**src/rtl/hazard_controller.sv**
```systemverilog
// hazard_controller
//
// Read/execute-stage hazard sequencer. It tracks outstanding load destinations
// in a one-bit-per-register scoreboard and stalls the read stage while an
// instruction depends on (or would overwrite) a register whose load has not
// yet reached writeback. It also sequences fetch/read flushes after a taken
// branch and keeps stall statistics plus sticky error flags.
//
// Handshake: the read stage offers an instruction with issue_valid; the
// instruction is consumed on a rising edge only when issue_fire=1. While
// stall_read=1 the read stage must hold the instruction and its fields stable.
// load_done is a single-cycle strobe with no back-pressure.
//
// Ports:
//   clk, rst_n                  clock, asynchronous active-low reset
//   issue_*                     read-stage instruction description
//   load_done/load_destination  load writeback strobe and its register
//   branch_taken                execute stage resolved a taken branch
//   stall_fetch/stall_read      hold fetch/read stages
//   bubble_exec                 inject a NOP into execute
//   flush_fetch/flush_read      kill fetch/read stage contents
//   issue_fire                  read-stage instruction advances this cycle
//   pending_mask                scoreboard, bit i = load to register i in flight
//   stall_count                 saturating count of stall cycles
//   stall_timeout               sticky: a stall run reached MAX_STALL cycles
//   scoreboard_error            sticky: load_done for a non-pending register
module hazard_controller #(
  parameter int GPR_SIZE     = 3,
  parameter int FLUSH_CYCLES = 2,
  parameter int MAX_STALL    = 64,
  parameter int CNT_W        = 16
) (
  input  logic                     clk,
  input  logic                     rst_n,
  input  logic                     issue_valid,
  input  logic [GPR_SIZE-1:0]      issue_address0,
  input  logic                     issue_uses0,
  input  logic [GPR_SIZE-1:0]      issue_address1,
  input  logic                     issue_uses1,
  input  logic                     issue_writes,
  input  logic [GPR_SIZE-1:0]      issue_destination,
  input  logic                     issue_is_load,
  input  logic                     load_done,
  input  logic [GPR_SIZE-1:0]      load_destination,
  input  logic                     branch_taken,
  output logic                     stall_fetch,
  output logic                     stall_read,
  output logic                     bubble_exec,
  output logic                     flush_fetch,
  output logic                     flush_read,
  output logic                     issue_fire,
  output logic [(2**GPR_SIZE)-1:0] pending_mask,
  output logic [CNT_W-1:0]         stall_count,
  output logic                     stall_timeout,
  output logic                     scoreboard_error
);

  localparam int NUM_REGS = 2**GPR_SIZE;
  localparam int RUN_W    = $clog2(MAX_STALL + 1);
  localparam logic [RUN_W-1:0] RUN_MAX  = RUN_W'(MAX_STALL);
  localparam logic [RUN_W-1:0] RUN_LAST = RUN_W'(MAX_STALL - 1);
  localparam logic [3:0]       FLUSH_LOAD = 4'(FLUSH_CYCLES);

  typedef enum logic {
    ST_RUN   = 1'b0,
    ST_FLUSH = 1'b1
  } state_t;

  state_t              state, state_next;
  logic [3:0]          flush_cnt, flush_cnt_next;
  logic [NUM_REGS-1:0] pending;
  logic [RUN_W-1:0]    run_cnt;

  logic                hazard;
  logic                stall_int;
  logic                fire_int;
  logic                flush_int;
  logic                ld_hit;
  logic [NUM_REGS-1:0] set_mask;
  logic [NUM_REGS-1:0] clr_mask;

  // Uses registered scoreboard bits only; a load completing this cycle
  // releases its dependant on the following cycle.
  assign hazard = issue_valid &
                  ((issue_uses0  & pending[issue_address0]) |
                   (issue_uses1  & pending[issue_address1]) |
                   (issue_writes & pending[issue_destination]));

  // Next-state and outputs. Outputs are held low while reset is asserted.
  always_comb begin
    state_next     = state;
    flush_cnt_next = flush_cnt;
    flush_int      = 1'b0;
    stall_int      = 1'b0;
    fire_int       = 1'b0;

    case (state)
      ST_RUN: begin
        if (branch_taken) begin
          // Branch wins over a hazard stall: the stalled instruction is
          // on the wrong path and gets flushed anyway.
          state_next     = ST_FLUSH;
          flush_cnt_next = FLUSH_LOAD;
          flush_int      = 1'b1;
        end else begin
          stall_int = hazard;
          fire_int  = issue_valid & ~hazard;
        end
      end
      ST_FLUSH: begin
        flush_int = 1'b1;
        if (branch_taken) begin
          flush_cnt_next = FLUSH_LOAD;
        end else if (flush_cnt <= 4'd1) begin
          state_next     = ST_RUN;
          flush_cnt_next = 4'd0;
        end else begin
          flush_cnt_next = flush_cnt - 4'd1;
        end
      end
      default: begin
        state_next     = ST_RUN;
        flush_cnt_next = 4'd0;
      end
    endcase
  end

  assign stall_read  = rst_n & stall_int;
  assign stall_fetch = rst_n & stall_int;
  assign bubble_exec = rst_n & stall_int;
  assign flush_fetch = rst_n & flush_int;
  assign flush_read  = rst_n & flush_int;
  assign issue_fire  = rst_n & fire_int;

  // Scoreboard masks. If a set and a clear ever target the same register,
  // the set is applied last and wins.
  assign ld_hit   = pending[load_destination];
  assign set_mask = (fire_int & issue_is_load & issue_writes)
                    ? (NUM_REGS'(1) << issue_destination) : '0;
  assign clr_mask = (load_done & ld_hit)
                    ? (NUM_REGS'(1) << load_destination) : '0;

  always_ff @(posedge clk or negedge rst_n) begin
    if (!rst_n) begin
      state     <= ST_RUN;
      flush_cnt <= 4'd0;
    end else begin
      state     <= state_next;
      flush_cnt <= flush_cnt_next;
    end
  end

  always_ff @(posedge clk or negedge rst_n) begin
    if (!rst_n) begin
      pending          <= '0;
      scoreboard_error <= 1'b0;
    end else begin
      pending <= (pending & ~clr_mask) | set_mask;
      if (load_done && !ld_hit) begin
        scoreboard_error <= 1'b1;
      end
    end
  end

  // Stall statistics. The run counter parks at MAX_STALL so it cannot wrap
  // during very long stalls.
  always_ff @(posedge clk or negedge rst_n) begin
    if (!rst_n) begin
      run_cnt       <= '0;
      stall_count   <= '0;
      stall_timeout <= 1'b0;
    end else begin
      if (stall_int) begin
        if (run_cnt != RUN_MAX) begin
          run_cnt <= run_cnt + 1'b1;
        end
        if (run_cnt == RUN_LAST) begin
          stall_timeout <= 1'b1;
        end
        if (stall_count != {CNT_W{1'b1}}) begin
          stall_count <= stall_count + 1'b1;
        end
      end else begin
        run_cnt <= '0;
      end
    end
  end

  assign pending_mask = pending;

endmodule

```
**config.mk**
```make
export PLATFORM = sky130hd
export DESIGN_NAME = hazard_controller
export DESIGN_NICKNAME = d
export VERILOG_FILES = /design/src/rtl/hazard_controller.sv
export SDC_FILE = /design/constraint.sdc
export NUM_CORES = 1
export LEC_CHECK = 0
export ABC_AREA = 0
export ABC_CLOCK_PERIOD_IN_PS = 6700
export CORE_ASPECT_RATIO = 0.7
export CORE_MARGIN = 5
export CORE_UTILIZATION = 53
export CTS_CLUSTER_DIAMETER = 120
export DETAILED_ROUTE_END_ITERATION = 10
export PLACE_DENSITY = 0.85
export SETUP_SLACK_MARGIN = 0.2
export SYNTH_ARGS = -nofsm -noshare
export SYNTH_HDL_FRONTEND = slang
export SYNTH_SLANG_ARGS = --single-unit
```
**constraint.sdc**
```tcl
create_clock -name clk -period 6.7 [get_ports clk]
set_clock_uncertainty 0.15 [all_clocks]
set_input_delay 0.67 -clock clk [delete_from_list [all_inputs] [get_ports clk]]
set_output_delay 0.67 -clock clk [all_outputs]
set_load 0.02 [all_outputs]
```
==> run_summary.xml, run 1 <==
<?xml version="1.0" encoding="UTF-8"?>
<metrics>
  <group name="synth">
    <metric name="most_used_standard_cells_in_the_synthesized_netlist" unit="">sky130_fd_sc_hd__dfrtp_1 (38), sky130_fd_sc_hd__nand2_1 (19), sky130_fd_sc_hd__nor2_1 (19), sky130_fd_sc_hd__xnor2_1 (17), sky130_fd_sc_hd__nand3_1 (13)</metric>
    <metric name="synthFlopType" unit="">sky130_fd_sc_hd__dfrtp_1</metric>
    <metric name="synth.area.top_cells" unit="">sky130_fd_sc_hd__dfrtp_1 (43%), sky130_fd_sc_hd__xnor2_1 (6.8%), sky130_fd_sc_hd__mux2i_1 (4.1%)</metric>
    <metric name="synth-warning-count" unit="">0</metric>
    <metric name="synth-seq-area-share" unit="">0.432</metric>
    <metric name="ys_async_sr_fraction" unit="">1.00</metric>
    <metric name="syn_area" unit="sq um">2200</metric>
    <metric name="synth.net_count" unit="">236</metric>
    <metric name="netlist_instances" unit="">210</metric>
    <metric name="netlist.top_cell.by_area" unit="">sky130_fd_sc_hd__dfrtp_1</metric>
    <metric name="yosys.area.top_type_share" unit="">0.432</metric>
    <metric name="synth_edf_count" unit="">0</metric>
    <metric name="syn_avg_cell_area" unit="sq um">10.5</metric>
    <metric name="most_used_standard_cell_by_instance_count_after_synthesis" unit="">sky130_fd_sc_hd__dfrtp_1</metric>
    <metric name="seq_cells_post_synth" unit="">38</metric>
    <metric name="library_cells_used_by_synthesis" unit="">40</metric>
  </group>
  <group name="sta">
    <metric name="final_number_of_hold_violating_endpoints" unit="">0</metric>
    <metric name="report.final.slew_viol_count" unit="">0</metric>
    <metric name="setup_repair_after_global_routing_missed_its_margin" unit="">no</metric>
    <metric name="slew-limit-headroom" unit="">0.433</metric>
    <metric name="timing.setup.tns" unit="ps">0</metric>
    <metric name="finalCriticalPeriod" unit="ps">4030</metric>
    <metric name="max_clock_freq" unit="GHz">0.248</metric>
    <metric name="timing.final.crit_share" unit="">0.602</metric>
    <metric name="worstMarginPinSlew" unit="ps">851</metric>
    <metric name="setup_violations" unit="">0</metric>
  </group>
  <group name="global_route">
    <metric name="initial_antenna_violation_count" unit="">0</metric>
    <metric name="grt_util_all_layers" unit="">0.201</metric>
    <metric name="met3_usage_grt" unit="">0.0513</metric>
    <metric name="grt_max_degree" unit="">40</metric>
    <metric name="grt.overflow.total" unit="">0</metric>
    <metric name="grt_use_met1" unit="">0.275</metric>
    <metric name="grt_busiest_layer" unit="">met2</metric>
    <metric name="global_route.usage.met2" unit="">0.321</metric>
    <metric name="grt_first_pass_wirelength" unit="mm">8.89</metric>
    <metric name="first_global_vias" unit="">1799</metric>
  </group>
  <group name="finish">
    <metric name="layout-drive-gt1-share" unit="">0.0758</metric>
    <metric name="fillCellCount" unit="">304</metric>
    <metric name="num_antenna_cells" unit="">0</metric>
    <metric name="area_growth" unit="%">29.1</metric>
    <metric name="final_cell_count_without_fillers" unit="">316</metric>
    <metric name="final_area" unit="sq um">2840</metric>
    <metric name="final_nets" unit="">289</metric>
  </group>
  <group name="clocking">
    <metric name="cts_buffer_depth" unit="">2</metric>
    <metric name="clock_tree.htree_level_count" unit="">2</metric>
    <metric name="hold_buffers" unit="">0</metric>
    <metric name="number_of_buffers_added_by_the_clock_tree_synthesis_step" unit="">5</metric>
    <metric name="postCtsResizedCells" unit="">0</metric>
    <metric name="clock-root-buffer" unit="">sky130_fd_sc_hd__clkbuf_8</metric>
    <metric name="cts.sink_count" unit="">38</metric>
    <metric name="post_cts.repair.setup_buffers" unit="">0</metric>
    <metric name="tritoncts" unit="">done</metric>
    <metric name="cts.reportedPaths.clkPinSlew" unit="ps">70</metric>
    <metric name="insertion_delay" unit="ps">280</metric>
  </group>
  <group name="setup_path">
    <metric name="critical_path.max_fanout" unit="">9</metric>
    <metric name="startpoint_type_of_the_worst_setup_path" unit="">primary input</metric>
    <metric name="setup.worst_path.end_class" unit="">output pin</metric>
    <metric name="crit_required" unit="ps">5880</metric>
    <metric name="crit_arrival" unit="ps">3210</metric>
    <metric name="timing.setup.critical_path_class" unit="">primary input to output pin</metric>
  </group>
  <group name="placed_design">
    <metric name="gp_congestion" unit="">0.888</metric>
    <metric name="post-dp-hpwl" unit="mm">3.86</metric>
    <metric name="place.port_buffers" unit="">52</metric>
    <metric name="dp_cells" unit="">308</metric>
    <metric name="detailed_place.area" unit="sq um">2730</metric>
  </group>
  <group name="floorplanning">
    <metric name="core_area" unit="sq um">3970</metric>
    <metric name="die_width" unit="um">87</metric>
    <metric name="boundaryPins" unit="">53</metric>
    <metric name="initial_core_util" unit="">0.554</metric>
    <metric name="floorplan.die_area" unit="sq um">5560</metric>
    <metric name="rows" unit="">19</metric>
    <metric name="die_height" unit="um">63.9</metric>
  </group>
  <group name="detailed_routing">
    <metric name="totalWireLength" unit="mm">5.16</metric>
    <metric name="vias_per_cell" unit="">5.66</metric>
    <metric name="detail_route.first_pass.iterations" unit="">4</metric>
    <metric name="drt_first_iter_violations" unit="">111</metric>
    <metric name="route.detailed.drc" unit="">0</metric>
    <metric name="wl_per_cell" unit="um">16.3</metric>
    <metric name="detailroute.via_count" unit="">1790</metric>
    <metric name="postRouteAntennaNets" unit="">0</metric>
  </group>
  <group name="outcome">
    <metric name="outcome" unit="">finished clean</metric>
  </group>
  <group name="min_path">
    <metric name="hold_path_class" unit="">primary input to async pin</metric>
  </group>
  <group name="pwr">
    <metric name="power_density" unit="nW/um^2">205</metric>
    <metric name="vdd_drop_max" unit="uV">188</metric>
    <metric name="p_leak" unit="nW">1.18</metric>
  </group>
  <group name="job">
    <metric name="max_cap_viol_count" unit="">0</metric>
  </group>
</metrics>
layout by cell type, fill, tap and decap left out, types with 2 or more instances in the layout:
cell type                         count
sky130_fd_sc_hd__nand4_1              8
sky130_fd_sc_hd__nand2_1             19
sky130_fd_sc_hd__a21o_1               2
sky130_fd_sc_hd__o31ai_1              7
sky130_fd_sc_hd__a21oi_1              3
sky130_fd_sc_hd__mux4_2               3
sky130_fd_sc_hd__xor2_1               3
sky130_fd_sc_hd__inv_1                8
sky130_fd_sc_hd__nor3b_1              4
sky130_fd_sc_hd__nor4_1               2
sky130_fd_sc_hd__clkinv_2             2
sky130_fd_sc_hd__ha_1                 5
sky130_fd_sc_hd__nand2b_1             3
sky130_fd_sc_hd__clkbuf_8             5
sky130_fd_sc_hd__o21ai_0              8
sky130_fd_sc_hd__xnor2_1             17
sky130_fd_sc_hd__o41ai_1              2
sky130_fd_sc_hd__o21a_1               2
sky130_fd_sc_hd__nor2_1              19
sky130_fd_sc_hd__nor3_1               7
sky130_fd_sc_hd__clkdlybuf4s50_1     51
sky130_fd_sc_hd__mux2i_1              9
sky130_fd_sc_hd__dfrtp_1             38
sky130_fd_sc_hd__nand3_1             13
sky130_fd_sc_hd__a31oi_4              2
sky130_fd_sc_hd__and3_1               6
where the power goes:
| group | internal, mW | total, mW | switching (mW) |
|---|---|---|---|
| sequential | 0.246 | 0.267 | 0.0209 |
| clock | 0.110 | 0.189 | 0.0794 |
| combinational | 0.0592 | 0.126 | 0.0665 |
sequential cells by signal, indices dropped and copies added (netlist names):
signal / flops
scoreboard_error: 1
stall_count: 16
stall_timeout: 1
state: 1
run_cnt: 7
pending_mask: 8
flush_cnt: 4
critical path, stage by stage:
cell and delay [ps]:
sky130_fd_sc_hd__clkdlybuf4s50_1 620, sky130_fd_sc_hd__mux4_2 530, sky130_fd_sc_hd__and3_4 200, sky130_fd_sc_hd__a31oi_4 230, sky130_fd_sc_hd__nand4b_4 210, sky130_fd_sc_hd__nor2_1 140
sky130_fd_sc_hd__clkdlybuf4s50_1 610
cell type report:
class	instances	area, sq um	area share
Clock buffer	5	68.8	0.0242
Timing Repair Buffer	52	515	0.181
Sequential cell	38	951	0.335
Multi-Input combinational cell	158	1170	0.412
Tap cell	52	65.1	0.0229
Clock inverter	3	40.0	0.0141
Inverter	8	30.0	0.0106
logic make-up after synthesis:
family,Yosys count,share of synthesized area
compound gates,30,0.118
buf+inv,14,0.0358
xor+xnor,20,0.0796
mux,15,0.0939
simple gates,88,0.212
flops,38,0.432
fa+ha+maj,5,0.0284
metal layers:
layer	share of wire	wire length (um)
met1	0.45	2350
met2	0.48	2490
met3	0.054	276
met4	0.0085	44
met5	0	0
final timing paths:
path                                                start                           end  slack, ps  cells past startpoint
worst max-delay path                 issue_destination[0]                    issue_fire       2670                      7
worst min-delay path                                rst_n      flush_cnt[2]$_DFFE_PN0N_        330                      1
worst max register to register  pending_mask[4]$_DFF_PN0_    stall_count[1]$_DFFE_PN0P_       4230                      6
worst min register to register  stall_timeout$_DFFE_PN0P_     stall_timeout$_DFFE_PN0P_        330                      1
max in group asynchronous                           rst_n  scoreboard_error$_DFFE_PN0P_       5520                      1
min in group clk                stall_timeout$_DFFE_PN0P_     stall_timeout$_DFFE_PN0P_        330                      1
metrics by stage:
stage / hold slack, ps / setup WS, ps / power [mW] / utilization
finish: 328 / 2670 / 0.581 / 0.715
global placement: 303 / 2700 / 0.390 / 0.688
detailed placement: 318 / 2670 / 0.394 / 0.688
CTS: 335 / 2660 / 0.586 / 0.715
global route: 353 / 2560 / 0.613 / 0.715
floorplan: 224 / 3670 / 0.341 / -
Note: power is estimated with default switching activity, not from simulation.
==> inputs of run 2 (changes only) <==
--- a/config.mk
+++ b/config.mk
@@ -6,13 +6,13 @@
 export NUM_CORES = 1
 export LEC_CHECK = 0
 export ABC_AREA = 0
-export ABC_CLOCK_PERIOD_IN_PS = 6700
+export ABC_CLOCK_PERIOD_IN_PS = 3900
 export CORE_ASPECT_RATIO = 0.7
 export CORE_MARGIN = 5
-export CORE_UTILIZATION = 53
+export CORE_UTILIZATION = 50
 export CTS_CLUSTER_DIAMETER = 120
 export DETAILED_ROUTE_END_ITERATION = 10
-export PLACE_DENSITY = 0.85
+export PLACE_DENSITY = 0.8
 export SETUP_SLACK_MARGIN = 0.2
 export SYNTH_ARGS = -nofsm -noshare
 export SYNTH_HDL_FRONTEND = slang
==> constraint.sdc (replaced) <==
create_clock -name clk -period 3.9 [get_ports clk]
set_clock_uncertainty 0.15 [all_clocks]
set_input_delay 0.39 -clock clk [delete_from_list [all_inputs] [get_ports clk]]
set_output_delay 0.39 -clock clk [all_outputs]
set_load 0.02 [all_outputs]
==> run_summary.xml, run 2 (synthesis gave the netlist of run 1 again) <==
<?xml version="1.0" encoding="UTF-8"?>
<metrics>
  <group name="global_route">
    <metric name="grt_util_all_layers" unit="">0.194</metric>
    <metric name="grt.overflow.total" unit="">0</metric>
    <metric name="grt_first_pass_wirelength" unit="mm">8.66</metric>
    <metric name="grt_max_degree" unit="">39</metric>
    <metric name="initial_antenna_violation_count" unit="">0</metric>
    <metric name="first_global_vias" unit="">1832</metric>
  </group>
  <group name="clocking">
    <metric name="hold_buffers" unit="">0</metric>
    <metric name="cts.sink_count" unit="">38</metric>
    <metric name="number_of_buffers_added_by_the_clock_tree_synthesis_step" unit="">5</metric>
    <metric name="insertion_delay" unit="ps">290</metric>
    <metric name="tritoncts" unit="">done</metric>
    <metric name="post_cts.repair.setup_buffers" unit="">0</metric>
    <metric name="postCtsResizedCells" unit="">0</metric>
    <metric name="clock_tree.htree_level_count" unit="">2</metric>
    <metric name="clock-root-buffer" unit="">sky130_fd_sc_hd__clkbuf_8</metric>
    <metric name="cts_buffer_depth" unit="">2</metric>
    <metric name="cts.reportedPaths.clkPinSlew" unit="ps">70</metric>
  </group>
  <group name="sta">
    <metric name="slew-limit-headroom" unit="">0.573</metric>
    <metric name="max_clock_freq" unit="GHz">0.289</metric>
    <metric name="setup_repair_after_global_routing_missed_its_margin" unit="">no</metric>
    <metric name="final_number_of_hold_violating_endpoints" unit="">0</metric>
    <metric name="setup_violations" unit="">0</metric>
    <metric name="finalCriticalPeriod" unit="ps">3470</metric>
    <metric name="worst_slack" unit="ps">434</metric>
    <metric name="worstMarginPinSlew" unit="ps">634</metric>
    <metric name="report.final.slew_viol_count" unit="">0</metric>
    <metric name="timing.setup.tns" unit="ps">0</metric>
    <metric name="timing.final.crit_share" unit="">0.889</metric>
  </group>
  <group name="outcome">
    <metric name="outcome" unit="">finished clean</metric>
  </group>
  <group name="detailed_routing">
    <metric name="totalWireLength" unit="mm">5.10</metric>
    <metric name="route.detailed.drc" unit="">0</metric>
    <metric name="postRouteAntennaNets" unit="">0</metric>
    <metric name="drt_first_iter_violations" unit="">87</metric>
    <metric name="vias_per_cell" unit="">5.60</metric>
    <metric name="detailroute.via_count" unit="">1793</metric>
    <metric name="wl_per_cell" unit="um">15.9</metric>
    <metric name="detail_route.first_pass.iterations" unit="">4</metric>
  </group>
  <group name="floorplanning">
    <metric name="rows" unit="">20</metric>
    <metric name="boundaryPins" unit="">53</metric>
    <metric name="floorplan.die_area" unit="sq um">5850</metric>
    <metric name="die_width" unit="um">89.3</metric>
    <metric name="die_height" unit="um">65.5</metric>
    <metric name="initial_core_util" unit="">0.511</metric>
    <metric name="core_area" unit="sq um">4300</metric>
  </group>
  <group name="pwr">
    <metric name="p_leak" unit="nW">1.17</metric>
    <metric name="totalPowerFinal" unit="uW">952</metric>
    <metric name="vdd_drop_max" unit="uV">253</metric>
    <metric name="power_density" unit="nW/um^2">336</metric>
  </group>
  <group name="placed_design">
    <metric name="dp_cells" unit="">312</metric>
    <metric name="post-dp-hpwl" unit="mm">3.86</metric>
    <metric name="gp_congestion" unit="">0.931</metric>
    <metric name="pre_cts_slack" unit="ps">416</metric>
    <metric name="place.port_buffers" unit="">52</metric>
  </group>
  <group name="setup_path">
    <metric name="timing.reg2reg.worst_path_depth" unit="">6</metric>
    <metric name="critical_path.max_fanout" unit="">9</metric>
    <metric name="startpoint_type_of_the_worst_setup_path" unit="">primary input</metric>
    <metric name="crit_arrival" unit="ps">2930</metric>
    <metric name="worst_r2r_startpoint" unit="">pending_mask[5]$_DFF_PN0_</metric>
    <metric name="timing.setup.critical_path_class" unit="">primary input to output pin</metric>
    <metric name="rr_endpoint" unit="">stall_count[1]$_DFFE_PN0P_</metric>
    <metric name="crit_required" unit="ps">3360</metric>
    <metric name="setup.worst_path.end_class" unit="">output pin</metric>
    <metric name="timing.reg2reg.setup_slack" unit="ps">1380</metric>
  </group>
  <group name="finish">
    <metric name="num_antenna_cells" unit="">0</metric>
    <metric name="largest-register" unit="">stall_count</metric>
    <metric name="final_cell_mix" unit="">sky130_fd_sc_hd__clkdlybuf4s50_1 (51), sky130_fd_sc_hd__dfrtp_1 (38), sky130_fd_sc_hd__nor2_1 (19), sky130_fd_sc_hd__nand2_1 (19), sky130_fd_sc_hd__xnor2_1 (17)</metric>
    <metric name="final_nets" unit="">290</metric>
    <metric name="layout-drive-gt1-share" unit="">0.0755</metric>
    <metric name="final_cell_count_without_fillers" unit="">320</metric>
    <metric name="area_growth" unit="%">28.8</metric>
    <metric name="fillCellCount" unit="">341</metric>
    <metric name="largest_register_ffs" unit="">16</metric>
    <metric name="final_common_cell" unit="">sky130_fd_sc_hd__clkdlybuf4s50_1</metric>
    <metric name="final_util" unit="">0.658</metric>
  </group>
  <group name="min_path">
    <metric name="hold_path_class" unit="">primary input to async pin</metric>
  </group>
  <group name="job">
    <metric name="max_cap_viol_count" unit="">0</metric>
  </group>
</metrics>
## run 2: power by group
| group | switching (mW) | leakage, nW | internal (mW) | total [mW] |
|---|---|---|---|---|
| logic | 0.114 | 0.606 | 0.102 | 0.215 |
| clock network | 0.136 | 0.0482 | 0.143 | 0.279 |
| registers | 0.0356 | 0.516 | 0.422 | 0.458 |
| total | 0.286 | 1.17 | 0.667 | 0.952 |
## run 2: critical path, stage by stage
cell and delay, ps:
sky130_fd_sc_hd__clkdlybuf4s50_1 630, sky130_fd_sc_hd__mux4_2 540, sky130_fd_sc_hd__and3_4 200, sky130_fd_sc_hd__a31oi_4 230
sky130_fd_sc_hd__nand4b_4 190, sky130_fd_sc_hd__nor2_1 130, sky130_fd_sc_hd__clkdlybuf4s50_1 610
## run 2: area by class of cell
type | instances | area [sq um] | share of cell area
clock buffers | 7 | 86.3 | 0.0305
inverters | 8 | 30.0 | 0.0106
repair buffers | 53 | 523 | 0.185
well taps | 55 | 68.8 | 0.0243
multi-input cells | 158 | 1170 | 0.413
clock inverters | 1 | 5.00 | 0.00177
flip-flops and latches | 38 | 951 | 0.336
## run 2: routing by layer
layer	track usage	up-vias	part of all wire
met1	0.270	844	0.47
met3	0.0539	9	0.074
met2	0.288	66	0.45
met5	0	-	0
li1	-	874	-
met4	0.0706	0	0.015
## run 2: worst max-delay path by stage
stage,startpoint,to,slack [ps],cells after the start
after global placement,issue_destination[0],issue_fire,470,7
after detailed placement,issue_destination[0],issue_fire,420,7
after floorplan,issue_destination[0],stall_fetch,1430,7
after global routing,issue_destination[0],issue_fire,290,7
after CTS,issue_destination[0],issue_fire,410,7
final,issue_destination[0],issue_fire,430,7
## run 2: through the flow
stage	area, sq um	hold WS, ps
4_1_cts	2830	23.1
3_5_place_dp	2740	299
6_report	2830	4.03
2_1_floorplan	2200	-55.6
5_1_grt	2830	45.6
3_3_place_gp	2740	290
